### src/rtl/acc_sequencer.sv
// -----------------------------------------------------------------------------
// acc_sequencer
//   Micro-sequencer for the accumulator datapath
//   (Abus -> SelB mux -> ALU add -> AC -> outbus).
//   It accepts one command per valid/ready handshake and plays it out on the
//   datapath controls as a timed sequence: SETUP (controls stable, no load),
//   EXEC (one-cycle LoadAc), then CAPTURE/DONE to return the final AC value,
//   a sticky carry flag and a one-cycle done pulse.
//
// Ports
//   clk, rst_n        clock (rising edge), asynchronous active-low reset
//   cmd_valid/ready   command handshake; ready is high only in IDLE
//   cmd_op            00 CLR, 01 LOAD, 10 ADD, 11 REPEAT_ADD
//   cmd_operand       value placed on Abus
//   cmd_count         number of additions for REPEAT_ADD
//   Abus/SelB/AddAlu/LoadAc   registered datapath controls
//   outbus            current AC value from the datapath
//   busy              high in every state except IDLE
//   done              one-cycle pulse; result/result_carry valid with it
//   result            AC value captured at the end of a command (held)
//   result_carry      1 if any addition of the command wrapped (held)
// -----------------------------------------------------------------------------
module acc_sequencer #(
    parameter int WIDTH         = 4,
    parameter int CNT_W         = 3,
    parameter int SETTLE_CYCLES = 1
) (
    input  logic             clk,
    input  logic             rst_n,
    input  logic             cmd_valid,
    output logic             cmd_ready,
    input  logic [1:0]       cmd_op,
    input  logic [WIDTH-1:0] cmd_operand,
    input  logic [CNT_W-1:0] cmd_count,
    output logic [WIDTH-1:0] Abus,
    output logic             SelB,
    output logic             AddAlu,
    output logic             LoadAc,
    input  logic [WIDTH-1:0] outbus,
    output logic             busy,
    output logic             done,
    output logic [WIDTH-1:0] result,
    output logic             result_carry
);

    // Settle counter counts down from SETTLE_CYCLES-1 to 0 inside SETUP.
    localparam int SET_W = (SETTLE_CYCLES > 1) ? $clog2(SETTLE_CYCLES) : 1;
    localparam logic [SET_W-1:0] SETTLE_LOAD = SET_W'(SETTLE_CYCLES - 1);

    typedef enum logic [1:0] {
        OP_CLR    = 2'b00,
        OP_LOAD   = 2'b01,
        OP_ADD    = 2'b10,
        OP_REPEAT = 2'b11
    } op_e;

    typedef enum logic [2:0] {
        ST_IDLE    = 3'd0,
        ST_SETUP   = 3'd1,
        ST_EXEC    = 3'd2,
        ST_CAPTURE = 3'd3,
        ST_DONE    = 3'd4
    } state_e;

    // Carry-out of an unsigned WIDTH-bit addition.
    function automatic logic add_carry(input logic [WIDTH-1:0] a,
                                       input logic [WIDTH-1:0] b);
        logic [WIDTH:0] sum;
        sum = {1'b0, a} + {1'b0, b};
        return sum[WIDTH];
    endfunction

    state_e             state_q, state_d;
    op_e                op_q, op_d;
    logic [WIDTH-1:0]   operand_q, operand_d;
    logic [CNT_W-1:0]   cnt_q, cnt_d;
    logic [SET_W-1:0]   settle_q, settle_d;
    logic               carry_acc_q, carry_acc_d;
    logic [WIDTH-1:0]   result_q, result_d;
    logic               result_carry_q, result_carry_d;

    logic [WIDTH-1:0]   abus_q, abus_d;
    logic               selb_q, selb_d;
    logic               add_alu_q, add_alu_d;
    logic               load_ac_q, load_ac_d;
    logic               busy_q, busy_d;
    logic               done_q, done_d;
    logic               cmd_ready_q, cmd_ready_d;

    // Next-state and command-register update.
    always_comb begin
        state_d        = state_q;
        op_d           = op_q;
        operand_d      = operand_q;
        cnt_d          = cnt_q;
        settle_d       = settle_q;
        carry_acc_d    = carry_acc_q;
        result_d       = result_q;
        result_carry_d = result_carry_q;

        case (state_q)
            ST_IDLE: begin
                if (cmd_valid && cmd_ready_q) begin
                    op_d        = op_e'(cmd_op);
                    operand_d   = cmd_operand;
                    cnt_d       = cmd_count;
                    carry_acc_d = 1'b0;
                    settle_d    = SETTLE_LOAD;
                    // A zero-length repeat has nothing to execute.
                    if ((op_e'(cmd_op) == OP_REPEAT) && (cmd_count == {CNT_W{1'b0}})) begin
                        state_d = ST_CAPTURE;
                    end else begin
                        state_d = ST_SETUP;
                    end
                end else begin
                    state_d = ST_IDLE;
                end
            end

            ST_SETUP: begin
                if (settle_q == {SET_W{1'b0}}) begin
                    state_d = ST_EXEC;
                end else begin
                    settle_d = settle_q - SET_W'(1);
                end
            end

            ST_EXEC: begin
                // outbus still holds the pre-load AC here, so this is the
                // carry of the addition being committed by LoadAc.
                if ((op_q == OP_ADD) || (op_q == OP_REPEAT)) begin
                    carry_acc_d = carry_acc_q | add_carry(outbus, operand_q);
                end else begin
                    carry_acc_d = carry_acc_q;
                end
                if (op_q == OP_REPEAT) begin
                    cnt_d = cnt_q - CNT_W'(1);
                    if (cnt_q != CNT_W'(1)) begin
                        state_d  = ST_SETUP;
                        settle_d = SETTLE_LOAD;
                    end else begin
                        state_d = ST_CAPTURE;
                    end
                end else begin
                    state_d = ST_CAPTURE;
                end
            end

            ST_CAPTURE: begin
                result_d       = outbus;
                result_carry_d = carry_acc_q;
                state_d        = ST_DONE;
            end

            ST_DONE: begin
                state_d = ST_IDLE;
            end

            default: begin
                state_d = ST_IDLE;
            end
        endcase
    end

    // Output values for the upcoming state, so every output is a flop.
    always_comb begin
        abus_d      = {WIDTH{1'b0}};
        selb_d      = 1'b0;
        add_alu_d   = 1'b0;
        load_ac_d   = (state_d == ST_EXEC);
        busy_d      = (state_d != ST_IDLE);
        done_d      = (state_d == ST_DONE);
        cmd_ready_d = (state_d == ST_IDLE);

        if ((state_d == ST_SETUP) || (state_d == ST_EXEC)) begin
            case (op_d)
                OP_CLR: begin
                    abus_d = {WIDTH{1'b0}};
                end
                OP_LOAD: begin
                    abus_d = operand_d;
                end
                OP_ADD, OP_REPEAT: begin
                    abus_d    = operand_d;
                    selb_d    = 1'b1;
                    add_alu_d = 1'b1;
                end
                default: begin
                    abus_d = {WIDTH{1'b0}};
                end
            endcase
        end else begin
            abus_d = {WIDTH{1'b0}};
        end
    end

    // State, command and output registers.
    always_ff @(posedge clk or negedge rst_n) begin
        if (!rst_n) begin
            state_q        <= ST_IDLE;
            op_q           <= OP_CLR;
            operand_q      <= {WIDTH{1'b0}};
            cnt_q          <= {CNT_W{1'b0}};
            settle_q       <= {SET_W{1'b0}};
            carry_acc_q    <= 1'b0;
            result_q       <= {WIDTH{1'b0}};
            result_carry_q <= 1'b0;
            abus_q         <= {WIDTH{1'b0}};
            selb_q         <= 1'b0;
            add_alu_q      <= 1'b0;
            load_ac_q      <= 1'b0;
            busy_q         <= 1'b0;
            done_q         <= 1'b0;
            cmd_ready_q    <= 1'b1;
        end else begin
            state_q        <= state_d;
            op_q           <= op_d;
            operand_q      <= operand_d;
            cnt_q          <= cnt_d;
            settle_q       <= settle_d;
            carry_acc_q    <= carry_acc_d;
            result_q       <= result_d;
            result_carry_q <= result_carry_d;
            abus_q         <= abus_d;
            selb_q         <= selb_d;
            add_alu_q      <= add_alu_d;
            load_ac_q      <= load_ac_d;
            busy_q         <= busy_d;
            done_q         <= done_d;
            cmd_ready_q    <= cmd_ready_d;
        end
    end

    assign Abus         = abus_q;
    assign SelB         = selb_q;
    assign AddAlu       = add_alu_q;
    assign LoadAc       = load_ac_q;
    assign busy         = busy_q;
    assign done         = done_q;
    assign cmd_ready    = cmd_ready_q;
    assign result       = result_q;
    assign result_carry = result_carry_q;

endmodule

### config.mk
export PLATFORM = sky130hd
export DESIGN_NAME = acc_sequencer
export DESIGN_NICKNAME = d
export VERILOG_FILES = /design/src/rtl/acc_sequencer.sv
export SDC_FILE = /design/constraint.sdc
export NUM_CORES = 1
export LEC_CHECK = 0
export CAP_MARGIN = 20
export CORE_AREA = 2 2 56 58
export CTS_BUF_LIST = sky130_fd_sc_hd__clkbuf_4 sky130_fd_sc_hd__clkbuf_8
export DETAILED_ROUTE_END_ITERATION = 16
export DIE_AREA = 0 0 58 60
export HOLD_SLACK_MARGIN = 0.15
export PLACE_DENSITY = 0.72
export SYNTH_ARGS = -nofsm -noshare
export SYNTH_HDL_FRONTEND = slang
export SYNTH_SLANG_ARGS = --single-unit
### constraint.sdc
create_clock -name clk -period 1.77 [get_ports clk]
set_input_delay 0.4425 -clock clk [delete_from_list [all_inputs] [get_ports clk]]
set_output_delay 0.4425 -clock clk [all_outputs]
set_load 0.02 [all_outputs]
==> results.toml <==
[logic_synthesis]
synth_top_flop_cell = "sky130_fd_sc_hd__dfrtp_1"
netlist_instances = 112
synth_top_cell_by_area = "sky130_fd_sc_hd__dfrtp_1"
synth_enable_flop_cells = 0
yosys.area.top_type_share = 0.521
yosys_warnings = 0
yosysUniqueCellTypes = 35
postSynthRegisterBits = 27
asyncSetResetFlopFracSynth = 1.00
ys_top_cells_by_area = "sky130_fd_sc_hd__dfrtp_1, sky130_fd_sc_hd__nand2_1, sky130_fd_sc_hd__ha_1"
syn_area_um2 = 1250
synth.yosys.seq_area_share = 0.542
syn_avg_cell_area_um2 = 11.1
synth_fp_nets = 133

[layout]
final_layout_size_suffix_gt1_frac = 0.159
layout.cells.most_common_list = "sky130_fd_sc_hd__dfrtp_1, sky130_fd_sc_hd__nand2_1, sky130_fd_sc_hd__clkdlybuf4s50_1, sky130_fd_sc_hd__dlymetal6s2s_1"
fillers = 252
finalNetCount = 173
syn2layout_area_growth_pct = 34.4
area_taken_by_multi_input_logic_gates_um2 = 518
final_cell_area_um2 = 1680
final_common_cell = "sky130_fd_sc_hd__dfrtp_1"
antenna_cells = 0
ff_latch_area_um2 = 677

[setup_path]
timing.critical_path.to_type = "primary output"
critical_path_peak_fanout = 1
reg2reg_from = "state_q[2]"
critical_path_required_ps = 1330
critical_path.n_buffers_inverters = 1
critical_path.max_stage_delay_ps = 590
slowest_stage = "sky130_fd_sc_hd__clkdlybuf4s50_1"
timing.critical_path.max_delay_family = "buffers and inverters"
worstSetupStartpoint = "Abus[3]"
reg2regPathDepth = 4
cp-start-kind = "register"
timing.critical_path.cells = "clkdlybuf4s50_1"
crit_type = "reg2out"
critPathArrivalTime_ps = 1270
timing.reg2reg.setup_slack_ps = 180
r2r-end = "cnt_q[1]"

[run]
drv.max_cap_violation_count = 0

[hold_path]
hp-class = "in2async"

[power_and_ir_drop]
pwr_density_cell_nw_per_um2 = 1660
worst_ir_drop_on_vdd_mv = 0.903
totalPowerFinal_uw = 2790
p_leak_uw = 0.000945

[timing]
timing.final.setup_violations = 0
report.final.hold_viol_count = 0
timing.fmax_mhz = 585
layout_worst_path_cycle_share = 0.966
final.min_clock_period_ps = 1710
worst-slew-pin-transition_ps = 355
max_slew_headroom_at_the_worst_pin = 0.763
rsz_0062_raised_after_global_routing = "no"
clock-skew-final_ps = 3.42
final_setup_slack_of_the_worst_path_ps = 60.4
tns_ps = 0
final-max-slew-violation-count = 0

[route]
drt-pass1-iter-count = 5
vias = 935
detail_route.vias_per_cell = 5.08
wirelength_um = 2330
final_antenna_net_count = 0
routedWlPerCell_um = 12.7
drt_iter0_markers = 35
drc = 0

[placed_design]
detailedPlacementHpwl_um = 1820
port_buffers = 30
dp_slack_ps = -299
post_place_instance_area_um2 = 1630
place_congestion = 0.814

[cts]
clk-insertion-delay-late_ps = 310
tritoncts.num_buffers = 3
cts-root-to-sink-buffers = 2
root_buffer = "sky130_fd_sc_hd__clkbuf_4"
cts-hold-fix-buffers = 0
cts.sink_count = 27
cts.htree.levels = 1
clk_transition_reported_paths_ps = 140
tritoncts_clock_tree = "done"

[floorplan]
floorplan.initialDensity = 0.430
die_height_um = 60
die_area_um2 = 3480
design.core.area_um2 = 2900
core.rowCount = 20
floorplan.die.width_um = 58
boundaryPins = 31

[global_routing]
grt_antenna_before_repair = 0
pin_count_of_the_biggest_net_entering_global_routing = 28
overflow = 0
vias_in_the_first_global_route = 946
grt_pass1_wl_um = 4140
grt.total_usage = 0.154

[run_status]
run_status = "complete, no violations"
[report_power, final]
group	leakage (uW)	internal [uW]	switching, uW
Combinational	0.000591	725	698
Clock	0.0000177	84.5	178
Sequential	0.000337	913	195
[stage by stage]
stage	util	hold WS, ps	cells
3_3_place_gp	0.560	458	180
3_5_place_dp	0.560	467	180
5_1_grt	0.578	464	184
4_1_cts	0.569	476	184
6_report	0.578	464	184
2_1_floorplan	-	147	112
[synthesized netlist by cell type, types with 2 or more instances]
cell,n
sky130_fd_sc_hd__a21oi_1,5
sky130_fd_sc_hd__dfrtp_1,26
sky130_fd_sc_hd__ha_1,5
sky130_fd_sc_hd__inv_1,8
sky130_fd_sc_hd__mux2_2,2
sky130_fd_sc_hd__mux2_4,4
sky130_fd_sc_hd__mux2i_1,2
sky130_fd_sc_hd__nand2_1,19
sky130_fd_sc_hd__nor2_1,6
sky130_fd_sc_hd__nor3_1,2
sky130_fd_sc_hd__nor3b_1,5
sky130_fd_sc_hd__nor4_1,2
sky130_fd_sc_hd__o21a_1,2
sky130_fd_sc_hd__o21ai_0,3
[worst max path at each step]
stage | cells after the start | endpoint | slack (ps)
final | 1 | Abus[3] | 60
after global routing | 1 | Abus[3] | 0.3
after detailed placement | 4 | Abus[2] | -300
after CTS | 1 | AddAlu | 10
after global placement | 4 | Abus[3] | -240
after floorplan | 5 | Abus[3] | 210
[layout make-up]
cell class                 instances  share of cell area
tap                               33              0.0246
multi-input combinational         74               0.309
inverter                           8              0.0179
sequential                        27               0.403
clock buffer                       3              0.0134
clock inverter                     1             0.00298
timing repair buffer              38               0.229
[sequential cells by signal (all words and copies together) (netlist names)]
signal	cells
cmd_ready	1
result_carry	1
op_q	2
LoadAc	1
busy	1
Abus	4
operand_q	4
cnt_q	3
AddAlu	1
carry_acc_q	1
state_q	3
result	4
done	1
[cells by family after synthesis]
group	count (synthesis)	synth area share
AOI/OAI and AO/OA	18	0.0992
adders and majority gates	5	0.0501
buffers and inverters	11	0.0431
DFF	27	0.542
muxes	8	0.0822
and+or+nand+nor	43	0.183
[metal layers]
| layer | vias up | track usage | routed length [um] |
|---|---|---|---|
| met5 | - | 0 | 0 |
| met4 | 0 | 0.0399 | 13 |
| met3 | 2 | 0.0260 | 102 |
| met2 | 21 | 0.266 | 1130 |
| met1 | 450 | 0.201 | 1080 |
| li1 | 462 | - | - |
[repair_timing]
item | in CTS | in global routing
setup buffers | 0 | 0
setup endpoints to repair | 1 | 10
gates resized for setup | 1 | 10
No activity file was read; power rests on OpenSTA's default activity.
